$ cat config.mk
export PLATFORM = sky130hd
export DESIGN_NAME = fifo_uart_tx
export DESIGN_NICKNAME = d
export VERILOG_FILES = /design/src/rtl/fifo_uart_tx_pkg.sv /design/src/rtl/fifo_uart_tx_bit_timer.sv /design/src/rtl/fifo_uart_tx.sv
export SDC_FILE = /design/constraint.sdc
export NUM_CORES = 1
export LEC_CHECK = 0
export ABC_AREA = 1
export CORE_MARGIN = 2
export CORE_UTILIZATION = 55
export CTS_BUF_LIST = sky130_fd_sc_hd__clkbuf_2
export DETAILED_ROUTE_END_ITERATION = 7
export PLACE_DENSITY_LB_ADDON = 0.15
export SETUP_SLACK_MARGIN = 0.15
export SYNTH_ARGS = -nofsm -noshare
export SYNTH_HDL_FRONTEND = slang
export SYNTH_HIERARCHICAL = 1
export SYNTH_SLANG_ARGS = --single-unit
$ cat constraint.sdc
create_clock -name clk -period 2.7 [get_ports clk]
set_input_delay 0.27 -clock clk [delete_from_list [all_inputs] [get_ports clk]]
set_output_delay 0.27 -clock clk [all_outputs]
set_load 0.02 [all_outputs]
$ cat src/rtl/fifo_uart_tx_pkg.sv
// Shared definitions for the FIFO-drain UART transmitter: FSM encoding,
// line levels and a small helper used by the top-level decode.
package fifo_uart_tx_pkg;

    // Frame sequencing states; any other encoding falls back to ST_IDLE.
    typedef enum logic [2:0] {
        ST_IDLE   = 3'd0,
        ST_POP    = 3'd1,
        ST_LOAD   = 3'd2,
        ST_START  = 3'd3,
        ST_DATA   = 3'd4,
        ST_PARITY = 3'd5,
        ST_STOP   = 3'd6
    } state_t;

    // Serial line levels.
    localparam logic LINE_IDLE  = 1'b1;
    localparam logic LINE_START = 1'b0;
    localparam logic LINE_STOP  = 1'b1;

    // True while a serial bit is on the line (the bit timer must run).
    function automatic logic is_bit_state(input state_t s);
        return (s == ST_START) || (s == ST_DATA) ||
               (s == ST_PARITY) || (s == ST_STOP);
    endfunction

endpackage

$ cat src/rtl/fifo_uart_tx_bit_timer.sv
// Bit period timer: counts 0..CLKS_PER_BIT-1 and pulses tick on the last
// cycle of each bit. restart holds the count at zero so every frame starts
// from a clean bit boundary.
module fifo_uart_tx_bit_timer #(
    parameter int CLKS_PER_BIT = 16
) (
    input  logic clk,
    input  logic rst,
    input  logic restart,
    output logic tick
);

    localparam int CNT_W = (CLKS_PER_BIT > 1) ? $clog2(CLKS_PER_BIT) : 1;
    localparam logic [CNT_W-1:0] LAST = CNT_W'(CLKS_PER_BIT - 1);

    logic [CNT_W-1:0] count;

    assign tick = !restart && (count == LAST);

    // Free-running bit counter, reloaded on each bit boundary or restart.
    always_ff @(posedge clk or posedge rst) begin
        if (rst) begin
            count <= '0;
        end else if (restart || tick) begin
            count <= '0;
        end else begin
            count <= count + CNT_W'(1);
        end
    end

endmodule

$ cat src/rtl/fifo_uart_tx.sv
// Drain stage for the FIFO: pops one byte whenever the FIFO is non-empty and
// enabled, then shifts it out as start, LSB-first data, optional even parity
// and one stop bit. All outputs are decoded from registered state only.
module fifo_uart_tx
    import fifo_uart_tx_pkg::*;
#(
    parameter int DATA_WIDTH   = 8,
    parameter int CLKS_PER_BIT = 16,
    parameter int PARITY_EN    = 0
) (
    input  logic                  clk,
    input  logic                  rst,
    input  logic                  en,
    input  logic                  empty,
    input  logic [DATA_WIDTH-1:0] fifo_data,
    output logic                  pop,
    output logic                  tx,
    output logic                  busy,
    output logic [15:0]           frame_cnt
);

    localparam int BCW = $clog2(DATA_WIDTH + 1);
    localparam logic [BCW-1:0] LAST_BIT = BCW'(DATA_WIDTH - 1);

    state_t                state;
    state_t                next_state;
    logic [DATA_WIDTH-1:0] shift_reg;
    logic [BCW-1:0]        bit_cnt;
    logic                  parity_q;
    logic                  tick;
    logic                  timer_restart;

    // The timer idles at zero outside the serial bit states.
    assign timer_restart = !is_bit_state(state);

    fifo_uart_tx_bit_timer #(
        .CLKS_PER_BIT(CLKS_PER_BIT)
    ) u_bit_timer (
        .clk    (clk),
        .rst    (rst),
        .restart(timer_restart),
        .tick   (tick)
    );

    // State register.
    always_ff @(posedge clk or posedge rst) begin
        if (rst) begin
            state <= ST_IDLE;
        end else begin
            state <= next_state;
        end
    end

    // Next-state logic; empty and en are only looked at in IDLE.
    always_comb begin
        next_state = state;
        case (state)
            ST_IDLE:   if (en && !empty) next_state = ST_POP;
            ST_POP:    next_state = ST_LOAD;
            ST_LOAD:   next_state = ST_START;
            ST_START:  if (tick) next_state = ST_DATA;
            ST_DATA: begin
                if (tick && (bit_cnt == LAST_BIT)) begin
                    next_state = (PARITY_EN != 0) ? ST_PARITY : ST_STOP;
                end
            end
            ST_PARITY: if (tick) next_state = ST_STOP;
            ST_STOP:   if (tick) next_state = ST_IDLE;
            default:   next_state = ST_IDLE;
        endcase
    end

    // Moore output decode from the state register and datapath registers.
    always_comb begin
        pop  = (state == ST_POP);
        busy = (state != ST_IDLE);
        tx   = LINE_IDLE;
        case (state)
            ST_START:  tx = LINE_START;
            ST_DATA:   tx = shift_reg[0];
            ST_PARITY: tx = parity_q;
            ST_STOP:   tx = LINE_STOP;
            default:   tx = LINE_IDLE;
        endcase
    end

    // Payload capture in LOAD (FIFO data is valid the cycle after pop),
    // then one right shift per completed data bit.
    always_ff @(posedge clk or posedge rst) begin
        if (rst) begin
            shift_reg <= '0;
            bit_cnt   <= '0;
            parity_q  <= 1'b0;
        end else if (state == ST_LOAD) begin
            shift_reg <= fifo_data;
            bit_cnt   <= '0;
            parity_q  <= ^fifo_data;
        end else if ((state == ST_DATA) && tick) begin
            shift_reg <= {1'b0, shift_reg[DATA_WIDTH-1:1]};
            bit_cnt   <= bit_cnt + BCW'(1);
        end
    end

    // Completed-frame counter, bumped on the last cycle of the stop bit.
    always_ff @(posedge clk or posedge rst) begin
        if (rst) begin
            frame_cnt <= 16'd0;
        end else if ((state == ST_STOP) && tick) begin
            frame_cnt <= frame_cnt + 16'd1;
        end
    end

endmodule

==> summary.txt, run 1 <==
Setup path
  – Delay of the slowest cell on the worst path: just over 600 ps
  – Kind of launch point of the worst setup path: flip-flop
  – Worst path cell trace: inv_1 -> nand2_1 -> nor2_2 -> inv_1 -> o211ai_1 -> clkdlybuf4s50_1
  – CP max FO: 7
  – Worst R2R Path Depth: 12
  – Most used cell along the critical path: inv_1
  – Top delay family on crit path: buffers and inverters
  – Critical-path top delay cell: clkdlybuf4s50_1
  – Reg-to-reg critical path endpoint: state[1]$_DFFE_PP0P_
  – Worst endpoint required time: between 2000 and 2500 ps
  – CP arrival: between 2000 and 2500 ps
  – Kind of critical path: flip-flop to output pin
  – Critical Path End Type: output pin
  – R2R Setup Slk: between 500 and 600 ps
  – FF-to-FF Start: state[2]$_DFFE_PP0P_
  – Buffer and inverter count on the worst path: 3

Floorplan
  – Row count: 21
  – Initial Util: ~60%
  – Core area: around 0.0034 mm^2
  – Die H: between 60 and 70 um
  – Number of I/O pins: 31
  – Die area: around 0.0042 mm^2
  – Die X: around 64 um

Power and ir drop
  – Power Density: approximately 620 mW/mm^2
  – Max VDD drop: just under 0.5 mV
  – P_leak: 0.001213 uW

STA
  – Final Hold Viols: 0
  – Clock skew: a little over 20 ps
  – Final Setup Violations: 0
  – Worst slew margin: ~73%
  – Worst Tran Pin Value: around 400 ps
  – Final min period: 2346 ps
  – Total negative slack: 0 ps
  – Unrepaired setup endpoints after global routing: no
  – Fin crit share: 86.90%
  – Max-slew violation count: 0
  – Fmax: 426.2 MHz

Logic synthesis
  – Mean area per synthesized cell: between 7 and 8 um^2
  – Sequential share of the synthesized area: 44.80%
  – Synth cell types: 26
  – Ys Warns: 6
  – Syn nets: approximately 280
  – Synthesized flop and latch total: 36
  – Mapped Cells: between 200 and 300
  – Synth Cell Area: slightly above 0.002 mm^2

Finish
  – Fillers: approximately 300
  – Post-route insts no fill: 350
  – Diodes inserted: 0
  – Seq. cell area: about 900 um^2
  – Multi-input gate area: around 940 um^2
  – Max reg flops: 16
  – Layout Area Growth over Synthesis: 19.54%
  – Layout Nets: around 320
  – Leading cell types in the layout, fill and taps excluded: 88 x nand2_1, 39 x inv_1, 36 x dfrtp_1
  – Most common cell after layout, fill and taps aside: nand2_1
  – Fraction of layout cells with a size suffix above 1: approximately 7.6%

Placed design
  – PortBufs: 30
  – Post-detail-place hpwl: around 2.9 mm
  – GP Congestion: 0.8369
  – DP Cell Count: about 340

Clock tree
  – CTS Hold Bufs: 0
  – CTS Root Buffer Type: clkbuf_2
  – Worst-Skew Late Latency: 380 ps
  – TritonCTS buffer count: 5
  – Reg clk slew, reported paths: between 150 and 200 ps
  – Setup bufs post-CTS: 0
  – TritonCTS sink count: 36
  – Htree depth: 2
  – Post-CTS Resized: 0
  – TritonCTS clock tree: built
  – Maximum clock path buffer count: 2

Route
  – Final wirelength: roughly 3.7 mm
  – WL per Instance: about 11 um
  – DR vias: 1755
  – DR vias/cell: roughly 5.0
  – DRT Pass-1 Iters: 4
  – Antenna-violating nets left: 0
  – DR DRC count: 0
  – Iteration-0 DRC Markers: between 60 and 70

Global routing
  – Total GRT Usage: 20.74%
  – Global-route wire length before repair: 6.672 mm
  – Largest net degree at the start of global routing: 33
  – Grt total ovfl: 0
  – Initial antenna violation count: 0
  – Vias in the first global route: 1583

Outcome
  – Status: complete, no violations

Flow run
  – Max_cap viols: 0

Min path
  – Hold Path Class: input port to async pin
## where the power goes
part / switching (uW) / internal [uW]
Clock: 166 / 53.3
Sequential: 82.6 / 640
Combinational: 331 / 218
## cells by family after synthesis
group                      Yosys count  share of synthesized area, %
buffers and inverters               44                         8.276
adders and majority gates            3                         1.867
DFF                                 36                         44.80
and+or+nand+nor                    154                         33.35
xor gates and xnor gates            13                         5.663
AOI/OAI and AO/OA                   17                         6.036
## metrics by stage
step	total power [uW]	area, um^2	hold WS, ps	worst slack (ps)	utilization (%)
after floorplan	1122	2011	36.08	789.4	-
after global placement	1269	2371	464.8	647.2	69.41
after detailed placement	1283	2371	475.4	582.5	69.41
after CTS	1507	2404	56.39	308.4	70.37
after global routing	1622	2404	33.14	194.4	70.37
final	1491	2404	86.26	353.7	70.37
## per-layer routing
| metal | track usage, % | vias to the layer above | routed length, um |
|---|---|---|---|
| li1 | - | 907 | - |
| met4 | 7.979 | 0 | 34 |
| met1 | 26.39 | 812 | 1773 |
| met2 | 33.59 | 32 | 1773 |
| met5 | 0 | - | 0 |
| met3 | 5.903 | 4 | 152 |
## area by class of cell
| type | count | area share (%) |
|---|---|---|
| clock inverter | 2 | 0.3123 |
| multi-input combinational | 187 | 39.25 |
| sequential | 36 | 37.48 |
| clock buffer | 5 | 1.041 |
| inverter | 43 | 6.715 |
| tap | 46 | 2.395 |
| timing repair buffer | 31 | 12.81 |
## worst max-delay path by stage
stage                                     from                         to  slack [ps]  depth (start not counted)
after floorplan           state[0]$_DFFE_PP0P_  frame_cnt[13]$_DFFE_PP0P_         790                         12
after global placement    state[2]$_DFFE_PP0P_  frame_cnt[11]$_DFFE_PP0P_         650                          9
after detailed placement  state[2]$_DFFE_PP0P_  frame_cnt[13]$_DFFE_PP0P_         580                         12
after CTS                 state[1]$_DFFE_PP0P_                         tx         310                          6
after global routing      state[1]$_DFFE_PP0P_                         tx         190                          6
final                     state[1]$_DFFE_PP0P_                         tx         350                          6
## cell usage after synthesis (all sizes together)
library cell	instances	area, um^2
nor3b	1	7.510
nand3	21	110.1
o22ai	1	6.260
nand4	5	31.28
ha	3	37.54
o21ai	7	38.79
nor2	31	141.4
dfrtp	36	900.9
buf	1	5.000
o31ai	1	7.510
nor3	4	20.02
inv	43	161.4
xor2	8	70.07
o21bai	1	18.77
a21oi	1	5.000
nand2	92	360.3
xnor2	5	43.79
a22oi	4	30.03
o211ai	2	15.01
(Power assumes the default switching activity.)
==> run 2: changes to the inputs <==
--- a/config.mk
+++ b/config.mk
@@ -11,6 +11,7 @@
 export CTS_BUF_LIST = sky130_fd_sc_hd__clkbuf_2
 export DETAILED_ROUTE_END_ITERATION = 7
 export PLACE_DENSITY_LB_ADDON = 0.15
+export RECOVER_POWER = 50
 export SETUP_SLACK_MARGIN = 0.15
 export SYNTH_ARGS = -nofsm -noshare
 export SYNTH_HDL_FRONTEND = slang
==> run 2 against run 1 <==
The flow now finishes with violations (max-capacitance violations, max-slew violations). Via count decreased by 0.46%. Critical endpoint unchanged. Largest power group unchanged. Final cell count did not move. Non-clock buffer count stayed put.
==> summary.txt, run 2 (synthesized netlist as in run 1, its figures left out) <==
Finish
  – Max reg flops: 16
  – Fraction of layout cells with a size suffix above 1: 6.579%
  – Most common cell after layout, fill and taps aside: nand2_1
  – Layout Utilization: between 60% and 70%
  – Leading cell types in the layout, fill and taps excluded: 88 x nand2_1, 40 x inv_1, 36 x dfrtp_1
  – Diodes inserted: 0
  – Final Cell Area: around 0.0024 mm^2
  – Layout Nets: between 300 and 400
  – Fillers: ~300
  – Layout Area Growth over Synthesis: 18.79%

Setup path
  – Worst path cell trace: inv_1 -> nand2_1 -> nor2_2 -> inv_1 -> o211ai_1 -> clkdlybuf4s50_1
  – Kind of critical path: flip-flop to output pin
  – Critical Path End Type: output pin
  – Delay of the slowest cell on the worst path: 620 ps
  – R2R Setup Slk: ~530 ps
  – CP arrival: approximately 2100 ps
  – Most used cell along the critical path: inv_1
  – Worst endpoint required time: between 2000 and 2500 ps
  – Critical-path top delay cell: clkdlybuf4s50_1
  – Kind of launch point of the worst setup path: flip-flop
  – CP max FO: 7

Power and ir drop
  – Power Density: between 600 and 700 mW/mm^2
  – Max VDD drop: just under 0.5 mV
  – P_leak: between 0.001 and 0.0015 uW

STA
  – Final Setup Violations: 0
  – Clock skew: between 10 and 15 ps
  – Worst Tran Pin Value: about 1600 ps
  – Unrepaired setup endpoints after global routing: no
  – Final hold slack: 200.8 ps
  – Worst slew margin: -9.525%
  – Fmax: 421.2 MHz
  – Max-slew violation count: 33
  – Fin crit share: 87.94%
  – Final Hold Viols: 0
  – Final min period: between 2000 and 2500 ps
  – Total negative slack: 0 ps

Global routing
  – Routing usage on met2: between 30% and 40%
  – Vias in the first global route: around 1600
  – Top Usage Layer GRT: met2
  – Total GRT Usage: 20.74%
  – Met3 usage: around 5.9%
  – Global-route wire length before repair: 6.672 mm
  – Largest net degree at the start of global routing: 33
  – M1 GR Usage: a little over a quarter
  – Grt total ovfl: 0
  – Initial antenna violation count: 0

Route
  – DRT Pass-1 Iters: 4
  – DR DRC count: 0
  – Iteration-0 DRC Markers: 72
  – DR vias/cell: 4.991
  – WL per Instance: 10.76 um
  – DR vias: around 1700
  – Final wirelength: 3.767 mm
  – Antenna-violating nets left: 0

Floorplan
  – Core area: about 0.0034 mm^2
  – Row count: 21
  – Number of I/O pins: 31
  – Initial Util: between 50 and 60%
  – Die X: ~64 um
  – Die area: 0.004156 mm^2
  – Die H: around 64 um

Clock tree
  – Htree depth: 2
  – CTS Hold Bufs: 0
  – CTS Root Buffer Type: clkbuf_2
  – Reg clk slew, reported paths: 160 ps
  – Post-CTS Resized: 0
  – TritonCTS sink count: 36
  – Setup bufs post-CTS: 0
  – TritonCTS buffer count: 5
  – TritonCTS clock tree: built
  – Maximum clock path buffer count: 2
  – Worst-Skew Late Latency: about 390 ps

Placed design
  – Post-detail-place hpwl: a little under 3 mm
  – PortBufs: 30
  – DP Area: 0.002371 mm^2
  – GP Congestion: 0.8369

Outcome
  – Violated checks: max-capacitance violations, max-slew violations
  – Status: finished, violations left

Flow run
  – Max_cap viols: 1

Min path
  – Hold Path Class: input port to async pin
==> run 2: changes by cell type in the layout (fill, tap and decap cells not counted), sizes merged <==
| cell | before | now |
|---|---|---|
| clkdlybuf4s50 | 30 | 25 |
| buf | 1 | 0 |
| clkbuf | 5 | 6 |
| dlygate4sd3 | 0 | 5 |
==> run 2: cell type report <==
type | instances | area [um^2] | area share (%)
Inverter | 43 | 161.4 | 6.757
Multi-Input combinational cell | 187 | 932.1 | 39.03
Clock buffer | 5 | 25.02 | 1.048
Timing Repair Buffer | 31 | 304.0 | 12.73
Clock inverter | 2 | 7.507 | 0.3143
Sequential cell | 36 | 900.9 | 37.72
Tap cell | 46 | 57.56 | 2.410
==> run 2: power by group <==
group / leakage, uW / switching [uW] / internal [uW]
combinational: 0.000717 / 334 / 203
sequential: 0.000481 / 82.2 / 640
clock: 0.0000239 / 172 / 53.2
total: 0.00122 / 588 / 896
==> run 2: per-layer routing <==
metal / part of all wire [%] / vias up / wire [um]
li1: - / 907 / -
met1: 48 / 808 / 1807
met2: 47 / 28 / 1769
met3: 3.7 / 4 / 141
met4: 1.3 / 0 / 48
met5: 0 / - / 0
==> run 2: worst max-delay path: cells and delay by family, from the launching register on <==
family,cells,cell delay (ps)
flip-flops,1,490
AO/OA/AOI/OAI,1,160
buffers and inverters,3,810
AND/OR/NAND/NOR,2,250
==> run 2: path summary, 6_finish.rpt <==
path | cells past startpoint | startpoint | endpoint
worst max-delay path | 6 | state[1]$_DFFE_PP0P_ | tx
worst min-delay path | 2 | rst | u_bit_timer/count[3]$_DFF_PP0_
worst max register to register | 12 | state[2]$_DFFE_PP0P_ | frame_cnt[13]$_DFFE_PP0P_
worst min register to register | 2 | shift_reg[1]$_DFFE_PP0P_ | shift_reg[1]$_DFFE_PP0P_
max in group asynchronous | 3 | rst | frame_cnt[13]$_DFFE_PP0P_
min in group clk | 3 | fifo_data[7] | shift_reg[7]$_DFFE_PP0P_
==> run 2: stage by stage <==
step | std cells | worst slack, ps | total power, uW
after floorplan | 267 | 789.4 | 1122
after global placement | 343 | 647.2 | 1269
after detailed placement | 343 | 582.5 | 1283
after CTS | 350 | 308.4 | 1507
after global routing | 350 | 194.4 | 1604
final | 350 | 325.7 | 1484
==> run 3: changes to the inputs <==
--- a/config.mk
+++ b/config.mk
@@ -10,6 +10,7 @@
 export CORE_UTILIZATION = 55
 export CTS_BUF_LIST = sky130_fd_sc_hd__clkbuf_2
 export DETAILED_ROUTE_END_ITERATION = 7
+export DONT_BUFFER_PORTS = 1
 export PLACE_DENSITY_LB_ADDON = 0.15
 export RECOVER_POWER = 50
 export SETUP_SLACK_MARGIN = 0.15
==> run 3 against run 2 <==
The run still ends with max-capacitance violations, max-slew violations left. Via count decreased by 5.5%. Non-clock buffer count decreased by 26. Combinational power shrank 10%. Clock skew grew 1.9 ps. Register-to-register slack got worse by 20 ps.
==> summary.txt, run 3 (synthesized netlist as in run 1, its figures left out) <==
Placed design
  – Post-detail-place hpwl: roughly 2.8 mm
  – GP Congestion: approximately 0.8
  – PortBufs: 0
  – DP Cell Count: around 310

Global routing
  – Total GRT Usage: between 20 and 25%
  – Vias in the first global route: 1621
  – Routing usage on met2: around 34%
  – M1 GR Usage: approximately a quarter
  – Top Usage Layer GRT: met2
  – Grt total ovfl: 0
  – Initial antenna violation count: 0
  – Met3 usage: between 5 and 6%
  – Largest net degree at the start of global routing: 33
  – Global-route wire length before repair: between 6 and 7 mm

STA
  – Max-slew violation count: 33
  – Final min period: 2192 ps
  – Fin crit share: about 81%
  – Final Hold Viols: 0
  – Worst Tran Pin Value: around 1700 ps
  – Fmax: between 400 and 500 MHz
  – Total negative slack: 0 ps
  – Worst slew margin: -14.36%
  – Clock skew: roughly 16 ps
  – Unrepaired setup endpoints after global routing: no
  – Final Setup Violations: 0

Finish
  – Post-route insts no fill: ~330
  – Diodes inserted: 0
  – Leading cell types in the layout, fill and taps excluded: 88 x nand2_1, 39 x inv_1, 36 x dfrtp_1
  – Fillers: 330
  – Multi-input gate area: approximately 940 um^2
  – Layout Area Growth over Synthesis: 6.721%
  – Most common cell after layout, fill and taps aside: nand2_1
  – Fraction of layout cells with a size suffix above 1: between 8 and 9%
  – Seq. cell area: 900.9 um^2
  – Layout Nets: about 290
  – Max reg flops: 16

Clock tree
  – Setup bufs post-CTS: 0
  – TritonCTS clock tree: built
  – Worst-Skew Late Latency: between 300 and 400 ps
  – CTS Root Buffer Type: clkbuf_2
  – TritonCTS buffer count: 5
  – Maximum clock path buffer count: 2
  – TritonCTS sink count: 36
  – Reg clk slew, reported paths: 180 ps
  – Htree depth: 2

Setup path
  – Worst R2R Path Depth: 12
  – Delay of the slowest cell on the worst path: between 400 and 500 ps
  – Worst path cell trace: inv_1 -> nand3_2 -> nand3_1 -> inv_1 -> nor3_1 -> inv_1 -> nor2_4 -> nand2_4 -> nor2_4 -> nand2_1 -> nand2_1 -> nand2_1
  – CP max FO: 8
  – Top delay family on crit path: simple AND/OR/NAND/NOR gates
  – WP depth: 12
  – Kind of critical path: flip-flop to flip-flop
  – Kind of launch point of the worst setup path: flip-flop
  – CP arrival: 2490 ps
  – Critical Path End Type: flip-flop
  – Critical-path top delay cell: dfrtp_1
  – Worst endpoint required time: ~3000 ps
  – Buffer and inverter count on the worst path: 3

Route
  – Final wirelength: between 3 and 4 mm
  – Antenna-violating nets left: 0
  – DRT Pass-1 Iters: 4
  – DR DRC count: 0
  – DR vias/cell: ~5
  – Iteration-0 DRC Markers: roughly 100
  – WL per Instance: 11.47 um
  – DR vias: approximately 1700

Floorplan
  – Die area: 0.004156 mm^2
  – Die H: 64.47 um
  – Core area: 0.003416 mm^2
  – Number of I/O pins: 31
  – Row count: 21
  – Initial Util: just under 60%
  – Die X: roughly 64 um

Outcome
  – Violated checks: max-capacitance violations, max-slew violations
  – Status: finished, violations left

Power and ir drop
  – Max VDD drop: a little under 0.5 mV
  – P_leak: ~0.0011 uW
  – Power Total: between 1000 and 1500 uW
  – Power Density: ~670 mW/mm^2

Flow run
  – Max_cap viols: 1

Min path
  – Worst hold stages: 2
  – Hold Path Class: input port to flip-flop
==> run 3: changes by cell type in the layout (fill, tap and decap cells not counted) <==
cell	previous run	this run
o21bai_1	1	0
o21bai_4	0	1
clkinv_1	2	1
dlygate4sd3_1	5	4
inv_1	40	39
inv_2	3	4
clkdlybuf4s50_1	25	0
clkbuf_2	5	7
==> run 3: area by class of cell <==
class                      instances  share of cell area [%]
clock buffer                       7                   1.633
inverter                          43                   7.522
tap                               46                   2.682
timing repair buffer               5                   2.041
sequential                        36                   41.98
multi-input combinational        187                   43.96
clock inverter                     1                  0.1749
==> run 3: report_power, final <==
| group | internal [uW] | switching, uW | total, uW |
|---|---|---|---|
| sequential | 640 | 78.4 | 718 |
| clock | 69.3 | 175 | 244 |
| combinational | 166 | 315 | 481 |
==> run 3: routing by layer <==
layer / vias to the layer above / routed length [um]
met4: 0 / 57
met2: 38 / 1833
met1: 753 / 1650
li1: 854 / -
met5: - / 0
met3: 6 / 186
==> run 3: final timing paths <==
kind                                           startpoint                        endpoint  slack, ps
max in group asynchronous                             rst       frame_cnt[12]$_DFFE_PP0P_        780
min in group asynchronous                             rst  u_bit_timer/count[3]$_DFF_PP0_        220
hold / removal                               fifo_data[1]        shift_reg[1]$_DFFE_PP0P_         10
hold reg to reg            u_bit_timer/count[0]$_DFF_PP0_  u_bit_timer/count[0]$_DFF_PP0_        500
setup / recovery                     state[0]$_DFFE_PP0P_       frame_cnt[14]$_DFFE_PP0P_        510
setup reg to reg                     state[0]$_DFFE_PP0P_       frame_cnt[14]$_DFFE_PP0P_        510
==> run 3: metrics by stage <==
step | hold WS [ps] | area, um^2 | util, % | setup WS [ps]
detailed placement | 57.52 | 2071 | 60.62 | 536.2
CTS | 5.076 | 2120 | 62.05 | 509.1
finish | 13.79 | 2146 | 62.82 | 507.8
floorplan | 36.08 | 2011 | - | 789.4
global placement | 55.03 | 2071 | 60.62 | 639.4
global route | 3.052 | 2146 | 62.82 | 214.8
==> run 3: timing repair <==
item | in CTS | in global routing
hold buffers | 1 | 3
hold endpoints to repair | 36 | 3
resized for setup | 0 | 0
